## config.mk

```make
export PLATFORM = sky130hd
export DESIGN_NAME = uart_param_flat
export DESIGN_NICKNAME = d
export VERILOG_FILES = /design/src/rtl/uart_param_if.sv /design/src/rtl/uart_param.sv /design/src/flat_wrapper.sv
export SDC_FILE = /design/constraint.sdc
export NUM_CORES = 1
export LEC_CHECK = 0
export CORE_ASPECT_RATIO = 0.9
export CORE_MARGIN = 1.5
export CORE_UTILIZATION = 50
export CTS_CLUSTER_DIAMETER = 80
export DETAILED_ROUTE_END_ITERATION = 10
export PLACE_DENSITY_LB_ADDON = 0.12
export SYNTH_ARGS = -nofsm -noshare
export SYNTH_HDL_FRONTEND = slang
export SYNTH_SLANG_ARGS = --single-unit
```

## constraint.sdc

```tcl
create_clock -name clk -period 6.4 [get_ports clk]
set_input_delay 1.28 -clock clk [delete_from_list [all_inputs] [get_ports clk]]
set_output_delay 1.28 -clock clk [all_outputs]
set_load 0.02 [all_outputs]
```

## src/rtl/uart_param_if.sv

```systemverilog
// rtl/uart_param_if.sv - system-side register/handshake bundle for uart_param
//
// master: system side (loads TX words, pops RX words, reads status)
// slave : the UART
//   ld_tx_data/tx_data/tx_enable/tx_empty        : TX holding register load
//   rx_enable/uld_rx_data/rx_data/rx_empty        : RX FIFO pop and head word
//   rx_level/rx_frame_err/rx_parity_err/rx_overrun: RX FIFO status
interface uart_param_if #(
    parameter int DATA_BITS = 8,
    parameter int RX_DEPTH  = 4
);
    localparam int LW = $clog2(RX_DEPTH + 1);

    logic                 ld_tx_data;
    logic [DATA_BITS-1:0] tx_data;
    logic                 tx_enable;
    logic                 tx_empty;
    logic                 rx_enable;
    logic                 uld_rx_data;
    logic [DATA_BITS-1:0] rx_data;
    logic                 rx_empty;
    logic [LW-1:0]        rx_level;
    logic                 rx_frame_err;
    logic                 rx_parity_err;
    logic                 rx_overrun;

    modport master (
        output ld_tx_data, tx_data, tx_enable, rx_enable, uld_rx_data,
        input  tx_empty, rx_data, rx_empty, rx_level,
               rx_frame_err, rx_parity_err, rx_overrun
    );

    modport slave (
        input  ld_tx_data, tx_data, tx_enable, rx_enable, uld_rx_data,
        output tx_empty, rx_data, rx_empty, rx_level,
               rx_frame_err, rx_parity_err, rx_overrun
    );
endinterface

```

## src/rtl/uart_param.sv

```systemverilog
// rtl/uart_param.sv - single-clock parametrised UART with FWFT receive FIFO
//
// Ports:
//   clk     : system clock, rising edge
//   reset_n : asynchronous active-low reset
//   bus     : uart_param_if.slave, system-side load/pop/status signals
//   tx_out  : serial transmit line, idles high
//   rx_in   : serial receive line, asynchronous to clk
module uart_param #(
    parameter int DATA_BITS = 8,
    parameter int PARITY    = 0,
    parameter int STOP_BITS = 1,
    parameter int CLK_DIV   = 27,
    parameter int RX_DEPTH  = 4
) (
    input  logic         clk,
    input  logic         reset_n,
    uart_param_if.slave  bus,
    output logic         tx_out,
    input  logic         rx_in
);
    localparam int   CW      = (CLK_DIV > 1) ? $clog2(CLK_DIV) : 1;
    localparam int   AW      = (RX_DEPTH > 1) ? $clog2(RX_DEPTH) : 1;
    localparam int   LW      = $clog2(RX_DEPTH + 1);
    localparam int   EW      = DATA_BITS + 2;
    localparam logic HAS_PAR = (PARITY != 0);
    localparam logic PAR_ODD = (PARITY == 1);

    typedef enum logic [2:0] {S_IDLE, S_START, S_DATA, S_PARITY, S_STOP} state_t;

    // 16x oversampling tick shared by both directions
    logic [CW-1:0] div_q;
    logic          tick;

    assign tick = (div_q == CW'(CLK_DIV - 1));

    always_ff @(posedge clk or negedge reset_n) begin
        if (!reset_n) div_q <= '0;
        else          div_q <= tick ? '0 : div_q + 1'b1;
    end

    // ------------------------------------------------------------------ TX
    state_t               tx_state_q;
    logic [3:0]           tx_tcnt_q;
    logic [3:0]           tx_bcnt_q;
    logic [DATA_BITS-1:0] tx_shift_q;
    logic                 tx_par_q;
    logic                 tx_out_q;
    logic                 tx_empty_q;
    logic                 tx_accept;

    assign tx_accept = bus.ld_tx_data & tx_empty_q & bus.tx_enable;

    // tx_empty_q=0 while in IDLE means a word is waiting for the next tick.
    // tx_tcnt_q counts ticks within a bit and wraps 15->0 on its own.
    always_ff @(posedge clk or negedge reset_n) begin
        if (!reset_n) begin
            tx_state_q <= S_IDLE;
            tx_tcnt_q  <= '0;
            tx_bcnt_q  <= '0;
            tx_shift_q <= '0;
            tx_par_q   <= 1'b0;
            tx_out_q   <= 1'b1;
            tx_empty_q <= 1'b1;
        end else begin
            case (tx_state_q)
                S_IDLE: begin
                    if (tx_accept) begin
                        tx_shift_q <= bus.tx_data;
                        tx_par_q   <= (^bus.tx_data) ^ PAR_ODD;
                        tx_empty_q <= 1'b0;
                    end else if (!tx_empty_q && tick) begin
                        tx_state_q <= S_START;
                        tx_out_q   <= 1'b0;
                        tx_tcnt_q  <= '0;
                    end
                end
                default: begin
                    if (tick) begin
                        tx_tcnt_q <= tx_tcnt_q + 1'b1;
                        if (tx_tcnt_q == 4'd15) begin
                            case (tx_state_q)
                                S_START: begin
                                    tx_state_q <= S_DATA;
                                    tx_out_q   <= tx_shift_q[0];
                                    tx_bcnt_q  <= '0;
                                end
                                S_DATA: begin
                                    if (tx_bcnt_q == 4'(DATA_BITS - 1)) begin
                                        tx_bcnt_q <= '0;
                                        if (HAS_PAR) begin
                                            tx_state_q <= S_PARITY;
                                            tx_out_q   <= tx_par_q;
                                        end else begin
                                            tx_state_q <= S_STOP;
                                            tx_out_q   <= 1'b1;
                                        end
                                    end else begin
                                        tx_shift_q <= tx_shift_q >> 1;
                                        tx_out_q   <= tx_shift_q[1];
                                        tx_bcnt_q  <= tx_bcnt_q + 1'b1;
                                    end
                                end
                                S_PARITY: begin
                                    tx_state_q <= S_STOP;
                                    tx_out_q   <= 1'b1;
                                    tx_bcnt_q  <= '0;
                                end
                                S_STOP: begin
                                    if (tx_bcnt_q == 4'(STOP_BITS - 1)) begin
                                        tx_state_q <= S_IDLE;
                                        tx_empty_q <= 1'b1;
                                    end else begin
                                        tx_bcnt_q <= tx_bcnt_q + 1'b1;
                                    end
                                end
                                default: tx_state_q <= S_IDLE;
                            endcase
                        end
                    end
                end
            endcase
        end
    end

    assign tx_out       = tx_out_q;
    assign bus.tx_empty = tx_empty_q;

    // ------------------------------------------------------------------ RX
    logic                 rx_s1_q, rx_s2_q;
    state_t               rx_state_q;
    logic [3:0]           rx_tcnt_q;
    logic [3:0]           rx_bcnt_q;
    logic [DATA_BITS-1:0] rx_shift_q;
    logic                 rx_par_q;
    logic                 push_q;
    logic [EW-1:0]        wdata_q;

    // Synchronizer resets high so reset release never looks like a start bit
    always_ff @(posedge clk or negedge reset_n) begin
        if (!reset_n) begin
            rx_s1_q <= 1'b1;
            rx_s2_q <= 1'b1;
        end else begin
            rx_s1_q <= rx_in;
            rx_s2_q <= rx_s1_q;
        end
    end

    always_ff @(posedge clk or negedge reset_n) begin
        if (!reset_n) begin
            rx_state_q <= S_IDLE;
            rx_tcnt_q  <= '0;
            rx_bcnt_q  <= '0;
            rx_shift_q <= '0;
            rx_par_q   <= 1'b0;
            push_q     <= 1'b0;
            wdata_q    <= '0;
        end else begin
            push_q <= 1'b0;
            if (!bus.rx_enable) begin
                rx_state_q <= S_IDLE;
            end else if (tick) begin
                case (rx_state_q)
                    S_IDLE: begin
                        if (!rx_s2_q) begin
                            rx_state_q <= S_START;
                            rx_tcnt_q  <= '0;
                        end
                    end
                    S_START: begin
                        // mid-bit check rejects glitches shorter than half a bit
                        if (rx_tcnt_q == 4'd7) begin
                            rx_tcnt_q <= '0;
                            rx_bcnt_q <= '0;
                            rx_state_q <= rx_s2_q ? S_IDLE : S_DATA;
                        end else begin
                            rx_tcnt_q <= rx_tcnt_q + 1'b1;
                        end
                    end
                    S_DATA: begin
                        rx_tcnt_q <= rx_tcnt_q + 1'b1;
                        if (rx_tcnt_q == 4'd15) begin
                            rx_shift_q <= {rx_s2_q, rx_shift_q[DATA_BITS-1:1]};
                            if (rx_bcnt_q == 4'(DATA_BITS - 1))
                                rx_state_q <= HAS_PAR ? S_PARITY : S_STOP;
                            else
                                rx_bcnt_q <= rx_bcnt_q + 1'b1;
                        end
                    end
                    S_PARITY: begin
                        rx_tcnt_q <= rx_tcnt_q + 1'b1;
                        if (rx_tcnt_q == 4'd15) begin
                            rx_par_q   <= rx_s2_q;
                            rx_state_q <= S_STOP;
                        end
                    end
                    S_STOP: begin
                        rx_tcnt_q <= rx_tcnt_q + 1'b1;
                        if (rx_tcnt_q == 4'd15) begin
                            push_q     <= 1'b1;
                            wdata_q    <= {HAS_PAR & (((^rx_shift_q) ^ rx_par_q) != PAR_ODD),
                                           ~rx_s2_q, rx_shift_q};
                            rx_state_q <= S_IDLE;
                        end
                    end
                    default: rx_state_q <= S_IDLE;
                endcase
            end
        end
    end

    // ------------------------------------------------------------ RX FIFO
    // Entry layout: {parity_err, frame_err, data}
    logic [EW-1:0]        mem_q [RX_DEPTH];
    logic [AW-1:0]        wr_ptr_q, rd_ptr_q;
    logic [LW-1:0]        count_q;
    logic [DATA_BITS-1:0] last_q;
    logic                 ovr_q;
    logic                 empty, full, pop, wr;
    logic [EW-1:0]        head;

    assign empty = (count_q == '0);
    assign full  = (count_q == LW'(RX_DEPTH));
    assign pop   = bus.uld_rx_data & ~empty;
    assign wr    = push_q & (~full | pop);
    assign head  = mem_q[rd_ptr_q];

    always_ff @(posedge clk) begin
        if (wr) mem_q[wr_ptr_q] <= wdata_q;
    end

    always_ff @(posedge clk or negedge reset_n) begin
        if (!reset_n) begin
            wr_ptr_q <= '0;
            rd_ptr_q <= '0;
            count_q  <= '0;
            last_q   <= '0;
            ovr_q    <= 1'b0;
        end else begin
            if (wr)  wr_ptr_q <= wr_ptr_q + 1'b1;
            if (pop) rd_ptr_q <= rd_ptr_q + 1'b1;
            case ({wr, pop})
                2'b10:   count_q <= count_q + 1'b1;
                2'b01:   count_q <= count_q - 1'b1;
                default: count_q <= count_q;
            endcase
            // shadow of the head so rx_data holds its last value once drained
            if (!empty) last_q <= head[DATA_BITS-1:0];
            if (pop)                ovr_q <= 1'b0;
            else if (push_q && full) ovr_q <= 1'b1;
        end
    end

    assign bus.rx_empty      = empty;
    assign bus.rx_level      = count_q;
    assign bus.rx_overrun    = ovr_q;
    assign bus.rx_data       = empty ? last_q : head[DATA_BITS-1:0];
    assign bus.rx_frame_err  = ~empty & head[DATA_BITS];
    assign bus.rx_parity_err = ~empty & head[DATA_BITS+1];
endmodule
```

## src/flat_wrapper.sv

```systemverilog
// flat-port wrapper written by rule: the top's interface ports become plain ports
module uart_param_flat 
#(
    parameter int DATA_BITS = 8,
    parameter int PARITY    = 0,
    parameter int STOP_BITS = 1,
    parameter int CLK_DIV   = 27,
    parameter int RX_DEPTH  = 4
)
  (clk, reset_n, tx_out, rx_in, bus_ld_tx_data, bus_tx_data, bus_tx_enable, bus_rx_enable, bus_uld_rx_data, bus_tx_empty, bus_rx_data, bus_rx_empty, bus_rx_level, bus_rx_frame_err, bus_rx_parity_err, bus_rx_overrun);
  uart_param_if #(.DATA_BITS(DATA_BITS), .RX_DEPTH(RX_DEPTH)) bus_i ();
  input  logic clk;
  input  logic reset_n;
  output logic tx_out;
  input  logic rx_in;
  input wire logic [$bits(bus_i.ld_tx_data)-1:0] bus_ld_tx_data;
  input wire logic [$bits(bus_i.tx_data)-1:0] bus_tx_data;
  input wire logic [$bits(bus_i.tx_enable)-1:0] bus_tx_enable;
  input wire logic [$bits(bus_i.rx_enable)-1:0] bus_rx_enable;
  input wire logic [$bits(bus_i.uld_rx_data)-1:0] bus_uld_rx_data;
  output wire logic [$bits(bus_i.tx_empty)-1:0] bus_tx_empty;
  output wire logic [$bits(bus_i.rx_data)-1:0] bus_rx_data;
  output wire logic [$bits(bus_i.rx_empty)-1:0] bus_rx_empty;
  output wire logic [$bits(bus_i.rx_level)-1:0] bus_rx_level;
  output wire logic [$bits(bus_i.rx_frame_err)-1:0] bus_rx_frame_err;
  output wire logic [$bits(bus_i.rx_parity_err)-1:0] bus_rx_parity_err;
  output wire logic [$bits(bus_i.rx_overrun)-1:0] bus_rx_overrun;
  assign bus_i.ld_tx_data = bus_ld_tx_data;
  assign bus_i.tx_data = bus_tx_data;
  assign bus_i.tx_enable = bus_tx_enable;
  assign bus_i.rx_enable = bus_rx_enable;
  assign bus_i.uld_rx_data = bus_uld_rx_data;
  assign bus_tx_empty = bus_i.tx_empty;
  assign bus_rx_data = bus_i.rx_data;
  assign bus_rx_empty = bus_i.rx_empty;
  assign bus_rx_level = bus_i.rx_level;
  assign bus_rx_frame_err = bus_i.rx_frame_err;
  assign bus_rx_parity_err = bus_i.rx_parity_err;
  assign bus_rx_overrun = bus_i.rx_overrun;
  uart_param #(.DATA_BITS(DATA_BITS), .PARITY(PARITY), .STOP_BITS(STOP_BITS), .CLK_DIV(CLK_DIV), .RX_DEPTH(RX_DEPTH)) u_core (.clk(clk), .reset_n(reset_n), .bus(bus_i), .tx_out(tx_out), .rx_in(rx_in));
endmodule
```

==> results.toml <==
[critical_path]
crit_buf_inv = 2
end_kind = "output port"
reg2reg_slack_ps = 3960
rr_startpoint = "u_core.div_q[0]"
cp_cell_sequence = "or3_1 > clkinv_1 > nand2_1 > nand2_1 > clkdlybuf4s50_1"
cp-startpoint = "u_core.bus.rx_level[1]"
slowest_stage = "or3_1"
cp.depth = 5
worst_ep_required_time_ps = 5120
reg2reg_depth = 5
cp_common_cell = "nand2_1"
crit_type = "register to output port"
critPathArrivalTime_ps = 2470
setup.worst_path.end = "bus_rx_data[2]"
crit_family = "buffers and inverters"
r2r_end = "u_core.wdata_q[0]"
cpPeakStageDelay_ps = 600
worst_setup_path_start_kind = "register"
cp_max_fo = 13

[sta]
rsz0062_at_grt = "false"
setup_violations = 0
fmax_mhz = 266.9
fin_tns_setup_ps = 0
post-route-period-util = 0.5854
hold_viol_final = 0
fin_hold_ws_ps = 364.0
min_period_ps = 3747
maxSlewViolCount = 0
skew_ps = 12.72
worst_pin_slew_ps = 937.8
slew_headroom = 0.3748

[global_routing]
antenna_found_initial = 0
grt_pass1_wl_um = 14580
gr-total-overflow = 0
grt_usage = 0.1790
first_global_vias = 3009
grt_max_degree = 74

[synth]
synth_edf_count = 36
synth_ff_type = "dfrtp_1"
ys_ff_latch = 109
syn-mean-instance-area_um2 = 12.95
ys_seq_area_frac = 0.5873
synthCells = 383
yosysUniqueCellTypes = 60
syn_nets = 410
ys_async_sr_fraction = 0.6697
synth.cell_area_um2 = 4960
ys_warn_count = 0

[detailed_routing]
postRouteWirelength_um = 8509
drt-initial-drc-count = 139
post_drt_wl_per_cell_um = 15.70
ant_nets = 0
vias_per_cell = 5.607
vias = 3039
firstDrtPassIters = 4
post-route-drc-count = 0

[die]
fp.dieW_um = 108.0
top_level_ports = 32
die_h_um = 97.49
core_area_um2 = 9657
row_count = 34
initial_utilization = 0.5136
die_area_um2 = 10530

[finish]
drive_above_1_share = 0.1779
stdcell_area_um2 = 5549
final_nets = 438
syn2layout_area_growth_pct = 11.88
n_antenna_cell = 0

[place]
place_area_um2 = 5360
place_congestion = 0.7386
hpwl_um = 5777
port-buffer-count = 30

[status]
status = "finished clean"

[clocking]
cts_tree = "done"
cts_hold_buf = 0
ctsResizeCount = 0
clock_latency_ps = 370
post_cts_buffers = 0
clkTransAtPathRegs_ps = 110
cts_root_buffer = "clkbuf_8"
cts.sinks = 109
clockBufferDepth = 2
numCtsBuffers = 9
cts.htree.levels = 3

[power_and_ir_drop]
power.internal_mw = 0.9650
p_clk_frac = 0.294
p_seq_frac = 0.576
swShare = 0.2865
irDropWorstVdd_uv = 121.2
p_leak_nw = 2.419
power_density_nw_per_um2 = 243.7
p_sw_mw = 0.3875
combinationalPowerShare = 0.130

[flow_run]
max_cap_viol_count = 0

[worst_hold_path]
min_path_type = "register to register"
## cells in the mapped netlist, drive strengths merged, types with 2 or more instances
cell	count	share of area
nand2b	2	0.0025
nor2b	3	0.0038
nand3	11	0.011
or2	2	0.0030
nand3b	8	0.012
and2	6	0.0076
o31ai	3	0.0045
mux2i	10	0.020
edfxtp	36	0.22
nor3b	4	0.0081
inv	13	0.0098
xnor2	4	0.0071
a31oi	3	0.0038
nand2	46	0.035
a41oi	2	0.0035
a22o	6	0.011
dfstp	4	0.021
or4	2	0.0030
dfrtp	69	0.35
nand4	5	0.0063
o21ai	15	0.016
a21boi	4	0.0061
nor3	4	0.0063
o21bai	2	0.0030
ha	11	0.028
mux2	35	0.079
or3	3	0.0048
a22oi	3	0.0045
nor2	16	0.012
a21oi	6	0.0061
xor2	3	0.0053
buf	3	0.0035
mux4	9	0.041
or4b	2	0.0040
clkbuf	10	0.0076
a21o	2	0.0030
## registers in the layout, indices dropped and copies added, names as in the netlist
name and flops:
u_core.bus.rx_overrun 1, u_core.rx_s1_q 1, u_core.tx_bcnt_q 4, u_core.rx_shift_q 8, u_core.tx_state_q 3, u_core.rd_ptr_q 2
u_core.wdata_q 9, u_core.rx_state_q 3, u_core.mem_q 36, u_core.wr_ptr_q 2, u_core.tx_out 1, u_core.bus.tx_empty 1
u_core.rx_bcnt_q 4, u_core.rx_s2_q 1, u_core.rx_tcnt_q 4, u_core.last_q 8, u_core.div_q 5, u_core.push_q 1
u_core.tx_shift_q 8, u_core.bus.rx_level 3, u_core.tx_tcnt_q 4
## cell families (layout without fill, tap and decap cells)
| logic type | Yosys count | count (layout) | synth area share |
|---|---|---|---|
| adders and majority gates | 12 | 12 | 0.03179 |
| DFF | 109 | 109 | 0.5873 |
| xor gates and xnor gates | 7 | 7 | 0.01236 |
| and+or+nand+nor | 119 | 119 | 0.1312 |
| muxes | 54 | 54 | 0.1405 |
| other | 1 | 1 | 0.0007561 |
| buffers and inverters | 27 | 60 | 0.02170 |
| AOI/OAI and AO/OA | 54 | 54 | 0.07442 |
## metrics by stage
stage | util | std cells | setup slack [ps] | total power [mW]
after CTS | 0.5746 | 542 | 2598 | 1.372
after global routing | 0.5746 | 542 | 2413 | 1.419
final | 0.5746 | 542 | 2653 | 1.353
after floorplan | - | 383 | 3525 | 0.9013
after detailed placement | 0.5551 | 526 | 2910 | 0.9718
after global placement | 0.5551 | 526 | 3027 | 0.9638
## layout make-up
class / count / area, µm²
Inverter: 14 / 52.55
Tap cell: 126 / 157.7
Clock inverter: 7 / 65.06
Fill cell: 789 / 4108
Sequential cell: 109 / 2913
Multi-Input combinational cell: 247 / 1939
Clock buffer: 9 / 123.9
Timing Repair Buffer: 30 / 297.8
## power by group through the flow
stage	sequential [mW]	combinational, mW	clock [mW]
after floorplan	0.771	0.130	0
after global placement	0.792	0.171	0
after detailed placement	0.795	0.177	0
after CTS	0.781	0.178	0.414
after global routing	0.786	0.193	0.440
final	0.779	0.175	0.398
## per-layer routing
layer	global-route usage	share of wire	vias to the layer above
met3	0.03756	0.029	6
li1	-	-	1449
met4	0.05769	0.010	0
met2	0.2780	0.48	39
met5	0	0	-
met1	0.2527	0.49	1545
## placed cells by master (no fill, tap or decap), drive strengths merged, types with 4 or more instances in the layout
| cell | Yosys | layout |
|---|---|---|
| clkdlybuf4s50 | 0 | 29 |
| mux2 | 35 | 35 |
| ha | 11 | 11 |
| clkbuf | 10 | 9 |
| mux2i | 10 | 10 |
| a21boi | 4 | 4 |
| edfxtp | 36 | 36 |
| nand3b | 8 | 8 |
| a21oi | 6 | 6 |
| mux4 | 9 | 9 |
| inv | 13 | 17 |
| xnor2 | 4 | 4 |
| nor2 | 16 | 16 |
| nand2 | 46 | 46 |
| dfstp | 4 | 4 |
| nand4 | 5 | 5 |
| a22o | 6 | 6 |
| nor3 | 4 | 4 |
| nor3b | 4 | 4 |
| o21ai | 15 | 15 |
| and2 | 6 | 6 |
| nand3 | 11 | 11 |
| dfrtp | 69 | 69 |
## how the worst min path moves through the flow
| stage | startpoint | endpoint | slack [ps] | cells past startpoint |
|---|---|---|---|---|
| detailed placement | u_core.rx_s1_q | u_core.rx_s2_q | 350 | 0 |
| finish | u_core.rx_s1_q | u_core.rx_s2_q | 360 | 0 |
| CTS | u_core.rx_s1_q | u_core.rx_s2_q | 370 | 0 |
| global placement | u_core.rx_s1_q | u_core.rx_s2_q | 350 | 0 |
| floorplan | u_core.rx_s1_q | u_core.rx_s2_q | 350 | 0 |
| global route | u_core.rx_s1_q | u_core.rx_s2_q | 370 | 0 |
Note: power is estimated with default switching activity, not from simulation.
